--- src/rtl/alu_bool_pipe.sv ---
// Two-stage valid/ready boolean ALU: S1 captures operands, S2 computes and holds the result.
// The XOR accumulator commits only when a beat moves from S1 into S2.
module alu_bool_pipe #(
  parameter int               WIDTH    = 32,
  parameter logic [WIDTH-1:0] ACC_INIT = '0
) (
  input  logic             clk,
  input  logic             rst_n,
  input  logic             in_valid,
  output logic             in_ready,
  input  logic [WIDTH-1:0] A,
  input  logic [WIDTH-1:0] B,
  input  logic [3:0]       opcode,
  input  logic             en,
  output logic             out_valid,
  input  logic             out_ready,
  output logic [WIDTH-1:0] result,
  output logic             err
);

  localparam logic [3:0] OP_AND     = 4'b0000;
  localparam logic [3:0] OP_OR      = 4'b0001;
  localparam logic [3:0] OP_XOR     = 4'b0010;
  localparam logic [3:0] OP_NAND    = 4'b0011;
  localparam logic [3:0] OP_EQ      = 4'b0100;
  localparam logic [3:0] OP_NOR     = 4'b0101;
  localparam logic [3:0] OP_XNOR    = 4'b0110;
  localparam logic [3:0] OP_LTU     = 4'b0111;
  localparam logic [3:0] OP_ACC_XOR = 4'b1000;
  localparam logic [3:0] OP_ACC_CLR = 4'b1001;

  logic             s1_valid_reg;
  logic [WIDTH-1:0] s1_a_reg;
  logic [WIDTH-1:0] s1_b_reg;
  logic [3:0]       s1_op_reg;
  logic             s1_en_reg;

  logic             out_valid_reg;
  logic [WIDTH-1:0] result_reg;
  logic             err_reg;
  logic [WIDTH-1:0] acc_reg;

  logic [WIDTH-1:0] result_next;
  logic             err_next;
  logic [WIDTH-1:0] acc_next;
  logic [WIDTH-1:0] same_bits;

  logic s2_adv;
  logic s1_adv;
  logic accept;

  assign s2_adv   = !out_valid_reg || out_ready;
  assign s1_adv   = s1_valid_reg && s2_adv;
  assign in_ready = !s1_valid_reg || s2_adv;
  assign accept   = in_valid && in_ready;

  // Per-bit equality, reduced below for the EQ flag.
  generate
    for (genvar gi = 0; gi < WIDTH; gi++) begin : g_same
      assign same_bits[gi] = ~(s1_a_reg[gi] ^ s1_b_reg[gi]);
    end
  endgenerate

  always_comb begin
    result_next = '0;
    err_next    = 1'b0;
    acc_next    = acc_reg;
    if (s1_en_reg) begin
      case (s1_op_reg)
        OP_AND:     result_next = s1_a_reg & s1_b_reg;
        OP_OR:      result_next = s1_a_reg | s1_b_reg;
        OP_XOR:     result_next = s1_a_reg ^ s1_b_reg;
        OP_NAND:    result_next = ~(s1_a_reg & s1_b_reg);
        OP_EQ:      result_next = {{(WIDTH-1){1'b0}}, &same_bits};
        OP_NOR:     result_next = ~(s1_a_reg | s1_b_reg);
        OP_XNOR:    result_next = same_bits;
        OP_LTU:     result_next = {{(WIDTH-1){1'b0}}, (s1_a_reg < s1_b_reg)};
        OP_ACC_XOR: begin
          acc_next    = acc_reg ^ s1_a_reg;
          result_next = acc_next;
        end
        OP_ACC_CLR: begin
          acc_next    = ACC_INIT;
          result_next = ACC_INIT;
        end
        default:    err_next = 1'b1;
      endcase
    end
  end

  always_ff @(posedge clk or negedge rst_n) begin
    if (!rst_n) begin
      s1_valid_reg <= 1'b0;
      s1_a_reg     <= '0;
      s1_b_reg     <= '0;
      s1_op_reg    <= '0;
      s1_en_reg    <= 1'b0;
    end else if (accept) begin
      s1_valid_reg <= 1'b1;
      s1_a_reg     <= A;
      s1_b_reg     <= B;
      s1_op_reg    <= opcode;
      s1_en_reg    <= en;
    end else if (s1_adv) begin
      s1_valid_reg <= 1'b0;
    end
  end

  // A stalled output freezes result, err and the accumulator together.
  always_ff @(posedge clk or negedge rst_n) begin
    if (!rst_n) begin
      out_valid_reg <= 1'b0;
      result_reg    <= '0;
      err_reg       <= 1'b0;
      acc_reg       <= ACC_INIT;
    end else if (s2_adv) begin
      out_valid_reg <= s1_valid_reg;
      if (s1_valid_reg) begin
        result_reg <= result_next;
        err_reg    <= err_next;
        acc_reg    <= acc_next;
      end
    end
  end

  assign out_valid = out_valid_reg;
  assign result    = result_reg;
  assign err       = err_reg;

endmodule

--- config.mk ---
export PLATFORM = sky130hd
export DESIGN_NAME = alu_bool_pipe
export DESIGN_NICKNAME = d
export VERILOG_FILES = /design/src/rtl/alu_bool_pipe.sv
export SDC_FILE = /design/constraint.sdc
export NUM_CORES = 1
export LEC_CHECK = 0
export ABC_AREA = 1
export BUFFER_PORTS_ARGS = -buffer_cell sky130_fd_sc_hd__buf_4
export CAP_MARGIN = 25
export CORE_ASPECT_RATIO = 1.75
export CORE_MARGIN = 2
export CORE_UTILIZATION = 40
export DETAILED_ROUTE_END_ITERATION = 7
export HOLD_SLACK_MARGIN = 0.08
export PLACE_DENSITY_LB_ADDON = 0.08
export SETUP_SLACK_MARGIN = 0.4
export SYNTH_ARGS = -nofsm -noshare
export SYNTH_HDL_FRONTEND = slang
export SYNTH_SLANG_ARGS = --single-unit
--- constraint.sdc ---
create_clock -name clk -period 2.5 [get_ports clk]
set_input_delay 0.125 -clock clk [delete_from_list [all_inputs] [get_ports clk]]
set_output_delay 0.125 -clock clk [all_outputs]
set_load 0.01 [all_outputs]
==> impl_summary.md, run 1 <==
Outcome
The run finished with clean final reports.

Worst setup path
The worst register-to-register path begins at s1_op_reg[3]$_DFFE_PN0P_. The beginning of the critical path is s1_op_reg[3]$_DFFE_PN0P_. The setup check on the worst reg-to-reg path leaves a slack of approximately 0.54 ns.

The data arrival time of the critical path is 2.27 ns. The worst setup path is captured at a register. At the worst endpoint, the required time is ~2.8 ns.

The worst register-to-register path has a depth of 8. The startpoint type of the worst setup path is a register. The critical path is of the register to register type. The critical path capture point is result[6]$_DFFE_PN0P_.

The endpoint identified for the worst register-to-register timing path is result[6]$_DFFE_PN0P_. Of all nets on the critical path, the largest fanout is 17.

Synthesis
The fraction of the mapped netlist area in compound gates is 16.6%. A synthesized cell averages just over 8 µm². Synthesis instantiated 37 different standard cells from the library. Summed over all instances, the cell type with the most area after synthesis is sky130_fd_sc_hd__dfrtp_1. Of the total synthesized cell area, the portion taken by AND, OR, NAND and NOR gates is between 10% and 20%. The portion of synthesized area spent on multiplexers is less than 1%.

The synthesized netlist occupies a cell area of roughly 8600 µm². The post-synthesis net count is 1230. The dominant synthesized flop cell is sky130_fd_sc_hd__dfrtp_1.

In this run the biggest area consumer among cell types represents roughly 40% of the synthesized area. The synthesized-area fraction occupied by adder cells is between 10% and 20%. The Yosys warning count is 0.

Counting flops with an async set or reset pin after synthesis yields a share of between 90% and 100%. In this run, synthesis inferred 0 flip-flops with an integrated enable. The number of standard cells after synthesis is approximately 1100. After synthesis, the cell types taking the most area are sky130_fd_sc_hd__dfrtp_1 (40%), sky130_fd_sc_hd__ha_1 (14%), sky130_fd_sc_hd__nand2_1 (8.0%), sky130_fd_sc_hd__inv_1 (5.4%), sky130_fd_sc_hd__a21oi_1 (5.4%).

Yosys instantiated no cell more often than sky130_fd_sc_hd__nand2_1. The flip-flop and latch count after synthesis is 136. The largest family of logic cells by synthesized area is simple AND/OR/NAND/NOR gates. The commonest cells after synthesis are sky130_fd_sc_hd__nand2_1 (183), sky130_fd_sc_hd__dfrtp_1 (136), sky130_fd_sc_hd__inv_1 (123). The sequential share of the synthesized area is about two fifths. The area share of xor/xnor cells in the synthesized design is under 10%.

Clock tree
The clock insertion delay at the later pin of the skew report is between 0.4 and 0.5 ns. In this run the number of H-tree levels came out at 4. Buffers added to address setup during post-CTS repair amount to 0. The clock-pin slew on the worst setup and hold paths is approximately 0.060 ns.

Counting every sink on the clock net gives ~140. Counting along the longest clock path gives a buffer depth of 2. TritonCTS built the clock tree. The root buffer selected by CTS is sky130_fd_sc_hd__clkbuf_16. The number of buffers added by the clock tree synthesis step is 17.

Timing
The worst-margin pin slew is 0.872 ns. Setup repair after global routing could not meet its margin everywhere. The count of pins over their slew limit is 0. The post-route clock period utilization is around four fifths.

The final number of hold-violating endpoints is 0. The worst setup skew after layout is ~0.012 ns. The relative slew slack is about two fifths. In the post-route analysis, the smallest setup slack over all paths is about 0.54 ns. The setup TNS is 0 ns. The final count of negative-setup-slack endpoints is 0. The worst path in the final design needs a cycle of roughly 2.0 ns, including I/O delays and setup. Static timing analysis puts the maximum clock frequency at just over 0.5 GHz.

Routing
Dividing the detail-routed via count by the number of cells gives around 5.2. The sum of routed wire segments on met1 is between 10000 and 15000 µm. The first detailed-routing pass ran for 5 iterations.

For this block, the initial DRC count from the detailed router was 316. In the detailed route, the total length drawn on met3 is between 800 and 900 µm. In this run the remaining antenna-violating nets after routing total 0. In the routed design, unresolved DRC markers number 0. The detailed route wirelength on metal2 is about 14000 µm. In this run the top signal layer used is met4. The total wirelength of the detailed-routed design is 26800 µm. The final route contains roughly 8000 vias.

The detail-routed net length per standard cell is ~18 µm.

Floorplanning
The die covers 22700 µm². The I/O pin total is roughly 110. The placement row count is 70. The placeable core region is roughly 21000 µm².

From bottom edge to top edge, the die measures approximately 200 µm. From left edge to right edge, the die measures between 100 and 150 µm. The starting utilization of the core area is 40.8%.

Placement
The setup slack at placement is around 0.47 ns. Once placement finished, the instance area stood at between 9000 and 10000 µm². Once detailed placement completed, the half-perimeter wirelength came to between 15000 and 20000 µm. The final weighted congestion in routability-driven placement is about 0.86.

The number of buffer cells added on primary ports is 107.

Power and ir drop
The analysis attributes to net switching a power of 2710 µW. The sequential group share of total power is 37.5%. Combinational cells account for 30.2% of the total power. The worst-case IR drop observed on VDD is just over 0.4 mV. The switching fraction of total power is 34.5%. Summing internal, switching and leakage power gives around 7900 µW. The analysis attributes to cell leakage a power of 0.00576 µW. The clock network fraction of design power is about a third. The cell-internal power is slightly above 5000 µW. The power density normalized to cell area is 706 nW/µm².

Global routing
The aggregate global-route resource usage is roughly a quarter. The total overflow left after global routing is 0. The initial antenna violation count is 0. The first-pass GRT wire length is around 42000 µm. The via count of the first global-routing pass is 8077. The largest net degree at the start of global routing is 63.

Min path
The worst hold path belongs to the class input port to register.

Layout
After routing the design area is around 11000 µm². The count of inserted antenna diode cells is 0. The number of nets in the final layout is approximately 1400. Of the cells placed in the final design, the portion with a size suffix greater than 1 is 15.5%. The relative area change from synthesis to final layout is 29.5%.

Run
The reported max-cap violation count is 0.
==> repair_timing <==
action	CTS	global route
endpoints found under the hold margin	130	0
setup endpoints to repair	0	3
hold buffers	71	0
gates resized for setup	0	3
==> power by group through the flow <==
stage | registers (µW) | logic [µW] | clock network, µW
2_1_floorplan | 2920 | 1500 | 0
4_1_cts | 2940 | 2380 | 2570
6_report | 2940 | 2370 | 2540
3_3_place_gp | 2970 | 2270 | 0
3_5_place_dp | 2970 | 2280 | 0
5_1_grt | 3000 | 2670 | 2680
==> layout make-up <==
class                      instances  area (µm²)
tap                              252         315
fill                            2032        9900
multi-input combinational        745        4480
timing repair buffer             218        1870
clock buffer                      23         488
clock inverter                     8        95.1
inverter                         126         473
sequential                       136        3400
==> placed cells by master, fill, tap and decap left out, types with 3 or more instances in the layout <==
cell type	instances
sky130_fd_sc_hd__nor2_2	5
sky130_fd_sc_hd__nand4_1	6
sky130_fd_sc_hd__buf_12	4
sky130_fd_sc_hd__o22ai_1	33
sky130_fd_sc_hd__xnor2_1	14
sky130_fd_sc_hd__dfrtp_1	136
sky130_fd_sc_hd__xor2_1	18
sky130_fd_sc_hd__o21ai_0	60
sky130_fd_sc_hd__dlygate4sd3_1	71
sky130_fd_sc_hd__ha_1	96
sky130_fd_sc_hd__inv_1	123
sky130_fd_sc_hd__a22oi_1	4
sky130_fd_sc_hd__o31ai_1	12
sky130_fd_sc_hd__clkbuf_8	4
sky130_fd_sc_hd__nand2_1	182
sky130_fd_sc_hd__inv_2	3
sky130_fd_sc_hd__a21oi_1	92
sky130_fd_sc_hd__o221ai_1	9
sky130_fd_sc_hd__clkbuf_16	17
sky130_fd_sc_hd__a211oi_1	5
sky130_fd_sc_hd__nand2_2	5
sky130_fd_sc_hd__nor2_1	113
sky130_fd_sc_hd__clkinv_2	4
sky130_fd_sc_hd__o2111ai_1	3
sky130_fd_sc_hd__o211ai_1	4
sky130_fd_sc_hd__o41ai_1	11
sky130_fd_sc_hd__nand3_1	54
sky130_fd_sc_hd__buf_4	142
==> worst min path at each step <==
stage	start	endpoint	slack, ns	cells past startpoint
5_1_grt	rst_n	out_valid$_DFFE_PN0P_	0.32	2
4_1_cts	in_valid	s1_valid_reg$_DFFE_PN0P_	0.28	3
3_3_place_gp	rst_n	out_valid$_DFFE_PN0P_	0.16	1
3_5_place_dp	rst_n	out_valid$_DFFE_PN0P_	0.17	1
2_1_floorplan	rst_n	acc_reg[0]$_DFFE_PN0P_	-0.17	0
6_report	in_valid	s1_valid_reg$_DFFE_PN0P_	0.26	3
==> worst max-delay path, stage by stage, from the launching register on <==
cell and delay (ns):
sky130_fd_sc_hd__dfrtp_1 0.46, sky130_fd_sc_hd__nor2_2 0.12, sky130_fd_sc_hd__nand2_2 0.41, sky130_fd_sc_hd__buf_4 0.25
sky130_fd_sc_hd__nor2_1 0.05, sky130_fd_sc_hd__a211oi_1 0.21, sky130_fd_sc_hd__nand4_1 0.19, sky130_fd_sc_hd__nand2_1 0.10
sky130_fd_sc_hd__nand2_1 0.05
==> through the flow <==
step	util (%)	instances	hold WS [ns]
finish	52.9	1508	0.261
global route	52.9	1508	0.319
CTS	52.8	1508	0.276
detailed placement	46.7	1406	0.171
global placement	46.7	1406	0.164
floorplan	-	1061	-0.171
==> cells by family after synthesis <==
group           after synthesis
fa+ha+maj                    96
mux                           1
simple gates                375
buf+inv                     180
compound gates              241
flops                       136
xor+xnor                     32
==> per-layer routing <==
layer	global-route usage [%]	up-vias
met2	44.6	185
li1	-	3872
met3	3.49	41
met4	9.19	0
met1	28.0	3787
met5	0	-
Note: power is estimated with default switching activity, not from simulation.
==> run 2: changes to the inputs <==
Clock period 2.5 ns to 1.6 ns, I/O delays scaled along.
==> run 2 against run 1 <==
  * The flow now finishes with violations (setup timing)
  * Clock power rose by 86%
  * Clock skew fell by 0.0012 ns
  * Sequential power rose by 57%
  * Fmax rose by 10%
  * Global-route usage rose by 5.7 points
  * Utilization rose by 28 points
  * Clock-buffer cell count fell by 5
  * Cell area rose by 52%
  * First-iteration DRC count rose by 110%
  * Hold slack got worse by 0.16 ns
  * Wire length rose by 35%
  * Largest power group is now combinational cells
==> impl_summary.md, run 2 (same netlist as run 1, synthesis figures left out) <==
Power and ir drop
The cell leakage power is 0.00798 µW. The peak supply drop is a little under 0.9 mV. Per report_power, the combinational group accounts for around 45% of the total. The design draws between 15000 and 20000 µW. The clock network fraction of design power is ~28%. The net switching power of the design is 6050 µW.

In this run switching power makes up 35.6% of total power. Registers are responsible for a little over a quarter of the overall power. Cell internal power was estimated by the tool at 11000 µW. For this design the ratio of total power to cell area is 1000 nW/µm².

Global routing
The first-pass GRT wire length is between 50000 and 60000 µm. The initial antenna violation count came to 0. The largest net degree at the start of global routing is 40.

The aggregate global-route resource usage is between 20 and 30%. The total overflow left after global routing is 0. The via count of the first global-routing pass came to 9949.

Routing
After detailed routing, the average wire length per cell comes to about 20 µm. The number of DRC violations after detailed-routing iteration 0 is about 650. The first detailed-routing pass took 5 iterations. Once detail routing completed, the nets flagged for antenna violations numbered 0.

Using the TritonRoute via totals, the vias-per-cell ratio works out to 5.44. The number of DRC violations after detailed routing is 0. The total wirelength of the detailed-routed design is 36200 µm. The final route contains ~9800 vias.

Timing
The worst setup skew after layout is around 0.011 ns. The post-layout worst setup margin is -0.170 ns. Timing would allow up to roughly 0.56 GHz. Counting I/O delays and the setup requirement, the final critical path takes about 1.8 ns. The final number of hold-violating endpoints is 0.

The post-route clock period utilization is 111%. The relative slew slack is approximately 63%. The count of pins over their slew limit is 0.

The worst-margin pin slew is approximately 0.56 ns. The final count of negative-setup-slack endpoints is 51. Setup repair after global routing could not meet its margin everywhere.

Worst setup path
Together, buffers and inverters on the worst path number 4. The largest delay contributor family on the critical path is simple AND/OR/NAND/NOR gates. The category of the worst setup path capture point is a register. By startpoint and endpoint, the worst setup path is classified as register to register. Among the stages of the critical path, the cell type that occurs most often is sky130_fd_sc_hd__nand2_1. The master of the slowest instance on the critical path is sky130_fd_sc_hd__dfrtp_1.

The data arrival time of the critical path is ~2.1 ns. The required time of the worst setup path is between 1.5 and 2 ns. For this run, the slowest stage of the critical path takes 0.43 ns. The startpoint type of the worst setup path is a register.

The peak fanout along the critical path is 5. The signal on the critical path passes through inv_2 -> buf_6 -> nand3_4 -> buf_12 -> buf_8 -> nor2_1 -> a21oi_1 -> nand3_1 -> nor2_1 -> nand2_1 -> nand2_1 -> nand2_1.

Placement
The number of buffer cells added on primary ports is between 100 and 150. The sum of net half-perimeters after detailed placement is about 21000 µm. At the end of routability-driven placement, the weighted congestion stood at 0.902. At the placement stage, the worst setup path has a slack of -0.381 ns.

Min path
The tightest min-delay check is of the input port to asynchronous set/reset pin type.

Clock tree
The clock-pin slew on the worst setup and hold paths is 0.06 ns. The number of clock sinks is roughly 140. The root buffer selected by CTS is sky130_fd_sc_hd__clkbuf_16. The number of buffers added by the clock tree synthesis step is 17. Clock latency on the worst-skew pair, taken at its later pin, is approximately 0.45 ns. The maximum level of the CTS H-tree is 4. The buffer depth of the longest clock path is 2.

TritonCTS built the clock tree.

Layout
The final layout contains 1698 nets. The count of inserted antenna diode cells is 0. Leaving out fill and tap cells, the most frequent cell in the layout is sky130_fd_sc_hd__buf_4. The relative area change from synthesis to final layout is 97.1%. The filler cell count in the final layout is 1220. The library cells used most frequently in the layout, excluding fill and tap cells, are sky130_fd_sc_hd__buf_4 (305), sky130_fd_sc_hd__nand2_1 (153), sky130_fd_sc_hd__dfrtp_1 (133). The post-route netlist has approximately 55% of its cells at a drive strength greater than 1.

Run
The reported max-cap violation count is 0.

Floorplanning
The initialized floorplan defines 70 standard-cell rows. The starting utilization of the core area is about 41%. The die covers 22700 µm². The placeable core region is 21000 µm². Pin placement for this block handled about 110 I/O pins. The die is roughly 110 µm wide.

Measured along the y axis, the die boundary spans between 150 and 200 µm.

Outcome
The final reports fail on setup timing. The run finished, with violations left.
-- run 2: cell count changes in the layout (fill, tap and decap cells not counted), sizes merged --
cell | before | now
bufinv | 2 | 7
inv | 126 | 125
clkbuf | 23 | 26
bufbuf | 0 | 1
buf | 147 | 423
clkinv | 4 | 6
clkinvlp | 2 | 1
-- run 2: worst paths after layout --
kind / from / endpoint / slack, ns / depth (start not counted)
setup / recovery: s1_op_reg[2]$_DFFE_PN0P_ / result[0]$_DFFE_PN0P_ / -0.17 / 12
setup reg to reg: s1_op_reg[2]$_DFFE_PN0P_ / result[0]$_DFFE_PN0P_ / -0.17 / 12
min in group clk: out_ready / s1_valid_reg$_DFFE_PN0P_ / 0.16 / 6
max in group asynchronous: rst_n / s1_b_reg[27]$_DFFE_PN0P_ / 0.95 / 3
hold reg to reg: result[27]$_DFFE_PN0P_ / result[27]$_DFFE_PN0P_ / 0.48 / 2
hold / removal: rst_n / s1_b_reg[7]$_DFFE_PN0P_ / 0.1 / 2
-- run 2: routing by layer --
| layer | vias up | track usage, % | share of wire [%] |
|---|---|---|---|
| met1 | 4782 | 32.0 | 35 |
| li1 | 4478 | - | - |
| met3 | 148 | 4.22 | 4.3 |
| met2 | 354 | 57.2 | 55 |
| met4 | 0 | 12.9 | 5.6 |
| met5 | - | 0 | 0 |
-- run 2: what timing repair did --
action	in CTS	in global routing
pin swaps	80	102
setup buffers	44	35
hold buffers	71	0
gates resized for setup	323	193
hold endpoints to repair	206	0
cloned	21	8
endpoints found under the setup margin	127	136
-- run 2: worst register-to-register path, cell delays in order (launching register included) --
cell                      delay, ns
sky130_fd_sc_hd__dfrtp_1       0.43
sky130_fd_sc_hd__inv_2         0.10
sky130_fd_sc_hd__buf_6         0.13
sky130_fd_sc_hd__nand3_4       0.12
sky130_fd_sc_hd__buf_12        0.13
sky130_fd_sc_hd__buf_8         0.13
sky130_fd_sc_hd__nor2_1        0.05
sky130_fd_sc_hd__a21oi_1       0.15
sky130_fd_sc_hd__nand3_1       0.11
sky130_fd_sc_hd__nor2_1        0.14
sky130_fd_sc_hd__nand2_1       0.07
sky130_fd_sc_hd__nand2_1       0.06
sky130_fd_sc_hd__nand2_1       0.05
-- run 2: power by group through the flow --
| stage | clock [µW] | sequential [µW] | combinational [µW] |
|---|---|---|---|
| finish | 4730 | 4630 | 7650 |
| global route | 4890 | 4690 | 8170 |
| CTS | 4730 | 4560 | 6640 |
| detailed placement | 0 | 4560 | 5120 |
| global placement | 0 | 4540 | 5060 |
| floorplan | 0 | 4590 | 2870 |
-- run 2: cell type report --
| class | count | area (µm²) | area share [%] |
|---|---|---|---|
| clock buffer | 18 | 439 | 2.60 |
| tap | 252 | 315 | 1.86 |
| timing repair buffer | 503 | 5310 | 31.4 |
| inverter | 126 | 498 | 2.94 |
| clock inverter | 13 | 250 | 1.48 |
| sequential | 136 | 3410 | 20.1 |
| multi-input combinational | 745 | 6700 | 39.6 |
-- run 2: per-stage QoR --
step / std cells / hold WS (ns) / utilization, % / area [µm²] / setup TNS [ns]
6_report: 1793 / 0.0999 / 80.5 / 16900 / -3.06
5_1_grt: 1793 / 0.127 / 80.5 / 16900 / -5.81
4_1_cts: 1750 / 0.112 / 73.4 / 15400 / -0.0938
3_5_place_dp: 1583 / -0.00475 / 56.3 / 11800 / -3.08
3_3_place_gp: 1583 / -0.00829 / 56.3 / 11800 / -3.36
2_1_floorplan: 1061 / -0.216 / - / 9390 / 0
